<file path="src/rtl/booth_seq_mult_pkg.sv">
// Shared constants and types for the sequential Booth multiplier.
package mult_pkg;

    localparam int MULT_WIDTH = 32;

    typedef enum logic [1:0] {
        IDLE = 2'd0,
        RUN  = 2'd1,
        DONE = 2'd2
    } state_e;

    // Booth codes formed from {Q[0], q_m1}
    localparam logic [1:0] BOOTH_NOP0 = 2'b00;
    localparam logic [1:0] BOOTH_ADD  = 2'b01;
    localparam logic [1:0] BOOTH_SUB  = 2'b10;
    localparam logic [1:0] BOOTH_NOP1 = 2'b11;

endpackage

</file>
<file path="src/rtl/booth_operand_sel.sv">
// Booth step operand select: maps the two-bit Booth code to the adder
// B operand and carry-in (+M, -M as ~M with cin=1, or nothing).
module booth_operand_sel
    import mult_pkg::*;
#(
    parameter int WIDTH = MULT_WIDTH
) (
    input  logic [1:0]       code,
    input  logic [WIDTH-1:0] m,
    output logic [WIDTH-1:0] add_b,
    output logic             add_cin
);

    // Decode the Booth pair into an add, a subtract or a pass-through.
    always_comb begin
        add_b   = '0;
        add_cin = 1'b0;
        case (code)
            BOOTH_ADD: begin
                add_b   = m;
                add_cin = 1'b0;
            end
            BOOTH_SUB: begin
                add_b   = ~m;
                add_cin = 1'b1;
            end
            default: begin
                add_b   = '0;
                add_cin = 1'b0;
            end
        endcase
    end

endmodule

</file>
<file path="src/rtl/booth_seq_mult.sv">
// Sequential signed radix-2 Booth multiplier, one step per clock, using an
// external WIDTH-bit adder through the add_* ports.
// Optional: define MULT_OVF_EN to add the prod_ovf output, which flags a
// product that does not fit in a signed WIDTH-bit value.
module booth_seq_mult
    import mult_pkg::*;
#(
    parameter int WIDTH = MULT_WIDTH
) (
    input  logic               clk,
    input  logic               rst_n,
    input  logic               in_valid,
    output logic               in_ready,
    input  logic [WIDTH-1:0]   in_a,
    input  logic [WIDTH-1:0]   in_b,
    output logic               out_valid,
    input  logic               out_ready,
    output logic [2*WIDTH-1:0] out_prod,
    output logic [WIDTH-1:0]   add_a,
    output logic [WIDTH-1:0]   add_b,
    output logic               add_cin,
    input  logic [WIDTH-1:0]   add_sum,
    input  logic               add_cout
`ifdef MULT_OVF_EN
    ,
    output logic               prod_ovf
`endif
);

    localparam int CNT_W = $clog2(WIDTH) + 1;

    state_e             state, state_nxt;
    logic [WIDTH-1:0]   acc, q, m;
    logic               q_m1;
    logic [CNT_W-1:0]   cnt;
    logic [WIDTH-1:0]   sel_b;
    logic               sel_cin;
    logic               sum_sign;

    booth_operand_sel #(.WIDTH(WIDTH)) u_sel (
        .code    ({q[0], q_m1}),
        .m       (m),
        .add_b   (sel_b),
        .add_cin (sel_cin)
    );

    // True sign of the (WIDTH+1)-bit step result; shifting this in instead of
    // add_sum's MSB keeps the M = most-negative case correct.
    assign sum_sign = add_a[WIDTH-1] ^ add_b[WIDTH-1] ^ add_cout;

    // State register.
    always_ff @(posedge clk or negedge rst_n) begin
        if (!rst_n) state <= IDLE;
        else        state <= state_nxt;
    end

    // Next state, handshake outputs and adder operands; adder idles at 0 outside RUN.
    always_comb begin
        state_nxt = state;
        in_ready  = 1'b0;
        out_valid = 1'b0;
        out_prod  = '0;
        add_a     = '0;
        add_b     = '0;
        add_cin   = 1'b0;
        case (state)
            IDLE: begin
                in_ready = 1'b1;
                if (in_valid) state_nxt = RUN;
            end
            RUN: begin
                add_a   = acc;
                add_b   = sel_b;
                add_cin = sel_cin;
                if (cnt == CNT_W'(1)) state_nxt = DONE;
            end
            DONE: begin
                out_valid = 1'b1;
                out_prod  = {acc, q};
                if (out_ready) state_nxt = IDLE;
            end
            default: state_nxt = IDLE;
        endcase
    end

    // Datapath: latch operands on accept, then one Booth shift per RUN cycle.
    always_ff @(posedge clk or negedge rst_n) begin
        if (!rst_n) begin
            acc  <= '0;
            q    <= '0;
            q_m1 <= 1'b0;
            m    <= '0;
            cnt  <= '0;
        end else if (state == IDLE && in_valid) begin
            m    <= in_a;
            q    <= in_b;
            acc  <= '0;
            q_m1 <= 1'b0;
            cnt  <= CNT_W'(WIDTH);
        end else if (state == RUN) begin
            {acc, q, q_m1} <= {sum_sign, add_sum, q};
            cnt            <= cnt - CNT_W'(1);
        end
    end

`ifdef MULT_OVF_EN
    // Overflow when the upper WIDTH+1 bits are not a pure sign extension.
    always_comb begin
        prod_ovf = 1'b0;
        if (state == DONE)
            prod_ovf = !((&out_prod[2*WIDTH-1:WIDTH-1]) || !(|out_prod[2*WIDTH-1:WIDTH-1]));
    end
`endif

endmodule

</file>
<file path="config.mk">
export PLATFORM = sky130hd
export DESIGN_NAME = booth_seq_mult
export DESIGN_NICKNAME = d
export VERILOG_FILES = /design/src/rtl/booth_seq_mult_pkg.sv /design/src/rtl/booth_operand_sel.sv /design/src/rtl/booth_seq_mult.sv
export SDC_FILE = /design/constraint.sdc
export NUM_CORES = 1
export LEC_CHECK = 0
export ABC_AREA = 0
export CAP_MARGIN = 40
export CORE_ASPECT_RATIO = 0.6
export CORE_MARGIN = 3
export CORE_UTILIZATION = 48
export CTS_CLUSTER_SIZE = 40
export DETAILED_ROUTE_END_ITERATION = 8
export GPL_ROUTABILITY_DRIVEN = 1
export PLACE_DENSITY = 0.95
export SYNTH_ARGS = -nofsm -noshare
export SYNTH_HDL_FRONTEND = slang
export SYNTH_HIERARCHICAL = 1
export SYNTH_SLANG_ARGS = --single-unit
export TNS_END_PERCENT = 100
</file>
<file path="constraint.sdc">
create_clock -name clk -period 3.4 [get_ports clk]
set_input_delay 1.02 -clock clk [delete_from_list [all_inputs] [get_ports clk]]
set_output_delay 1.02 -clock clk [all_outputs]
set_load 0.1 [all_outputs]
</file>
# Yosys cells after proc, flatten, opt, wreduce, memory -nomap -nowiden
# Cells that the tools add are included.
dict set report classes {
  addsub 1
  n_eq_ne 8
  muxes 20
  bitwise 3
  reduce_logical 4
}
# cell count
set op_table {}
lappend op_table {{32-bit 2-to-1 mux} 6}
lappend op_table {{64-bit 2-to-1 mux} 1}
lappend op_table {{32-bit one-hot mux with 2 select lines} 1}
lappend op_table {{32-bit NOT} 1}
lappend op_table {{6-bit 2-to-1 mux} 2}
lappend op_table {{6-bit by 1-bit == test with 1-bit output, second input constant} 1}
lappend op_table {{1-bit 2-to-1 mux} 6}
lappend op_table {{2-bit 2-to-1 mux} 3}
lappend op_table {{2-bit != test, second input constant} 3}
lappend op_table {{2-bit one-hot mux with 3 select lines} 1}
lappend op_table {{6-bit by 1-bit subtractor with 6-bit output, second input constant} 1}
lappend op_table {{2-bit by 1-bit == test with 1-bit output, second input constant} 2}
lappend op_table {{2-bit == test, second input constant} 2}
lappend op_table {{3-bit AND reduction} 1}
lappend op_table {{2-bit logical NOT} 1}
lappend op_table {{2-bit nonzero test} 1}
lappend op_table {{1-bit XOR} 2}
lappend op_table {{1-bit logical AND} 1}
dict set report totals {
  regBits 105
  in_bits 101
  out_inout_bits 131
  elab_cells 42
}

# Logic depth before layout (Yosys ltp)
# Gate-level depths: netlist (run 1).
dict set report depth {
  ltp_word 7
  mapped_depth 7
}

# Modules after synthesis
# The synthesis (run 1) kept the hierarchy.
# module n_inst cells_each area_per_inst_um2 seq_area_each_um2
set modules_own_cells {}
lappend modules_own_cells {booth_seq_mult 1 640 5400.2 2627.5}
lappend modules_own_cells {booth_operand_sel 1 78 608.1 0.0}

# Worst setup path after synthesis (run 1)
# Ideal clock, no wire load.
dict set report synth_timing {
  path_kind {register to output}
  from {reg state[0]}
  to {out out_prod[54]}
  arrival_ns 2.559
  setup_slack_ns -0.179
  path_stages_with_launch 5
  path_cell_list {dfrtp_1 -> buf_2 -> and2b_1 -> clkbuf_1 -> and2_1}
}
dict set report synth_via {
  elab_chain_len 2
}
# element line
set synth_lines {}
lappend synth_lines {{from (decl)} booth_seq_mult.sv:32} ;# state_e state, state_nxt;
lappend synth_lines {{from (signal assigned)} booth_seq_mult.sv:54} ;# else state <= state_nxt;
lappend synth_lines {{2-bit == test} booth_seq_mult.sv:66} ;# case (state)
lappend synth_lines {{64-bit 2-to-1 mux} booth_seq_mult.sv:66}
lappend synth_lines {{to (decl)} booth_seq_mult.sv:18} ;# output logic [2*WIDTH-1:0] out_prod,
# Every way passes these cells.

# Worst setup path in the final report (run 1)
dict set report layout_timing {
  from {reg state[0]}
  to {out add_a[29]}
}
dict set report layout_via {
  elab_chain_len 2
}
# element line
set layout_lines {}
lappend layout_lines {{2-bit by 1-bit == test with 1-bit output} booth_seq_mult.sv:66}
lappend layout_lines {{32-bit 2-to-1 mux} booth_seq_mult.sv:66}
lappend layout_lines {{to (decl)} booth_seq_mult.sv:19} ;# output logic [WIDTH-1:0] add_a,
# Every way passes these cells.

==> run summary, run 1 <==
post-synthesis async set-or-reset flop share -> 1.000
r2r endpoint -> cnt[3]
maximum number of pins on one net before global-route repair -> 96
Net Sw Frac -> 0.5443
fraction of power consumed by sequential logic -> 0.217
Starting Density -> 0.5114
dominant cell by count in the synthesized netlist -> nand2_1
# diodes -> 0
number of storage elements in the synthesis netlist -> 105
final-report max-slew violation count -> 0
actual transition at the worst max-transition pin -> 0.8382 ns
Final GP Congestion -> 0.8870
wire length of the first global-routing pass -> 31.29 mm
kind of capture point of the worst setup path -> output pin
Clock Tree Buf Depth -> 2
Worst slew margin -> 0.4412
clock tree from TritonCTS -> yes
max frequency -> 325.1 MHz
routed wire length -> 19.87 mm
count of buffers added by post-CTS timing repair for setup -> 0
number of buffers added by the clock tree synthesis step -> 9
setup slack of the worst register-to-register path -> 1.28 ns
Peak VDD IR -> 0.8064 mV
cell depth of the worst min-delay path -> 1
CP Data Required Time -> 2.38 ns
vertical die dimension -> 92.66 um
DR DRC count -> 0
proportion of netlist area held by the largest area contributor -> 0.4373
Antenna Violating Nets Remaining -> 0
clock transition time at the flip-flop clock pins of the worst setup and hold paths -> 0.07 ns
max cap viols -> 0
CTS sink count -> 105
Final #Nets -> 1017
Initial DRT Pass Iterations -> 5
vias in the first global route -> 5999
total vias in the final route -> 5840
net count of the mapped netlist -> 821
largest cells by area after synthesis -> dfrtp_1, nand2_1, and2_1
Die ar. -> 13940 um^2
cell area after technology mapping -> 6008 um^2
smallest hold slack -> 0.4818 ns
clock network fraction of design power -> 0.092
hold wc startpoint -> cnt[5]
synth cell count leaders -> nand2_1, and2_1, dfrtp_1
leak pwr -> 4.537 nW
Hold Violations, Final -> 0
clock latency reported for the late side of the worst-skew pair -> 0.34 ns
number of antenna violations at the first check in global routing -> 0
type of element launching the critical path -> register
R2R depth -> 5
signal arrival time at the worst endpoint -> 2.06 ns
synthesized netlist cell count -> 718
Post-CTS Hold Fix Bufs -> 0
overall routing resource usage -> 0.2810
Int Power -> 4.870 mW
power density over the cells -> 1076 nW/um^2
number of vias per cell after detailed routing -> 5.412
post-synthesis cell type count -> 33
area grow syn2layout -> 65.31%
dominant cell type by area after synthesis -> dfrtp_1
number of setup violations in the final report -> 0
type of the tightest min-delay check -> reg2reg
Wirelength per Cell -> 18.42 um
final critical delay including setup and external delays -> 3.076 ns
portion of the post-synthesis area used by sequential elements -> 0.4373
Detailed Route Iter0 Violations -> 320
kind of critical path -> reg2out
count of synthesis-stage warnings from yosys -> 6
unrepaired setup endpoints after global routing -> no
number of I/O pins -> 232
summed negative setup slack over all endpoints -> 0 ns
port bufs -> 231
largest fanout of any net on the critical path -> 95
Psw -> 5.818 mW
count of flip-flops with a built-in enable after synthesis -> 0
period utilization -> 0.9048
result of the run -> finished, final reports clean
CTS H-Tree Depth -> 3
final worst clock skew -> 0.007536 ns
number of cells upsized or downsized after cts -> 0
synthesized area divided by synthesized cell count -> 8.368 um^2
library cell used as clock root buffer -> clkbuf_16
Primary FF master, synth -> dfrtp_1
FP Rows -> 30
ratio of cells with drive above 1 in the final layout -> 0.2198
proportion of power drawn by combinational gates -> 0.691
die span in x -> 150.4 um
launching point of the worst reg2reg path -> state[0]
placeable core region -> 11750 um^2
remaining global-route overflow -> 0
DPL Wire Length -> 14.54 mm
capture endpoint of the worst hold path -> cnt[5]
critical path, stage by stage (launching register included):
cell and delay [ns]:
dfrtp_2 0.60, nor2b_4 0.29, buf_12 0.31, and2_1 0.26, buf_12 0.19
final cells by class:
class,instances,area [um^2]
Sequential cell,105,2630
Clock inverter,7,53.80
Inverter,3,11.26
Tap cell,160,200.2
Multi-Input combinational cell,547,3050
Timing Repair Buffer,248,3761
Fill cell,625,1817
Clock buffer,9,225.2
worst max-delay path by stage:
| stage | start | end | slack (ns) |
|---|---|---|---|
| 6_report | state[0] | add_a[29] | 0.32 |
| 3_3_place_gp | in_valid | cnt[4] | 0.68 |
| 5_1_grt | state[0] | add_a[29] | 0.22 |
| 3_5_place_dp | in_valid | cnt[4] | 0.65 |
| 2_1_floorplan | state[0] | in_ready | 0.30 |
| 4_1_cts | state[0] | add_a[29] | 0.33 |
sequential cells by signal, indices dropped and copies added (netlist names):
register  cells
cnt           6
acc          32
state         2
m            32
q_m1          1
q            32
metrics by stage:
stage / worst slack [ns] / area (um^2) / instances / utilization / power (mW)
after floorplan: 0.2992 / 6010 / 718 / - / 7.086
after global placement: 0.6828 / 9653 / 1063 / 0.8216 / 9.482
after detailed placement: 0.6496 / 9653 / 1063 / 0.8216 / 9.726
after CTS: 0.3291 / 9932 / 1079 / 0.8454 / 10.73
after global routing: 0.2160 / 9932 / 1079 / 0.8454 / 11.15
final: 0.3238 / 9932 / 1079 / 0.8454 / 10.69
power by group through the flow:
stage               clock network (mW)  logic, mW  registers (mW)
floorplan                            0       4.94            2.14
global route                      1.05       7.70            2.40
detailed placement                   0       7.40            2.33
finish                           0.983       7.38            2.32
CTS                               1.00       7.41            2.31
global placement                     0       7.21            2.27
cells in the final DEF (no fill, tap or decap), types with 3 or more instances in the layout:
| master | instances |
|---|---|
| clkdlybuf4s50_1 | 99 |
| dfrtp_1 | 103 |
| o22ai_1 | 3 |
| nand2_1 | 227 |
| and2_1 | 129 |
| clkbuf_16 | 9 |
| a21oi_1 | 32 |
| o22ai_2 | 29 |
| buf_4 | 17 |
| clkinvlp_4 | 3 |
| nand3_1 | 35 |
| o21ai_0 | 36 |
| buf_12 | 132 |
| and3b_1 | 32 |
per-layer routing:
layer	track usage	vias to the layer above	routed length, um
met1	0.3330	2816	7499
met5	0	-	0
met4	0.06012	0	308
met3	0.1007	30	2132
li1	-	2729	-
met2	0.4920	265	9931
cell families after synthesis:
group / Yosys count / synth area share
adders and majority gates: 2 / 0.004164
xor gates and xnor gates: 1 / 0.001458
buffers and inverters: 66 / 0.05727
DFF: 105 / 0.4373
and+or+nand+nor: 437 / 0.3688
AOI/OAI and AO/OA: 105 / 0.1277
muxes: 2 / 0.003332
Note: power is estimated with default switching activity, not from simulation.
==> run 2, diff against run 1 <==
CAP_MARGIN = unset   (was 40)
==> results of run 2 <==
Final layout, timing and power as in run 1 (identical DEF).
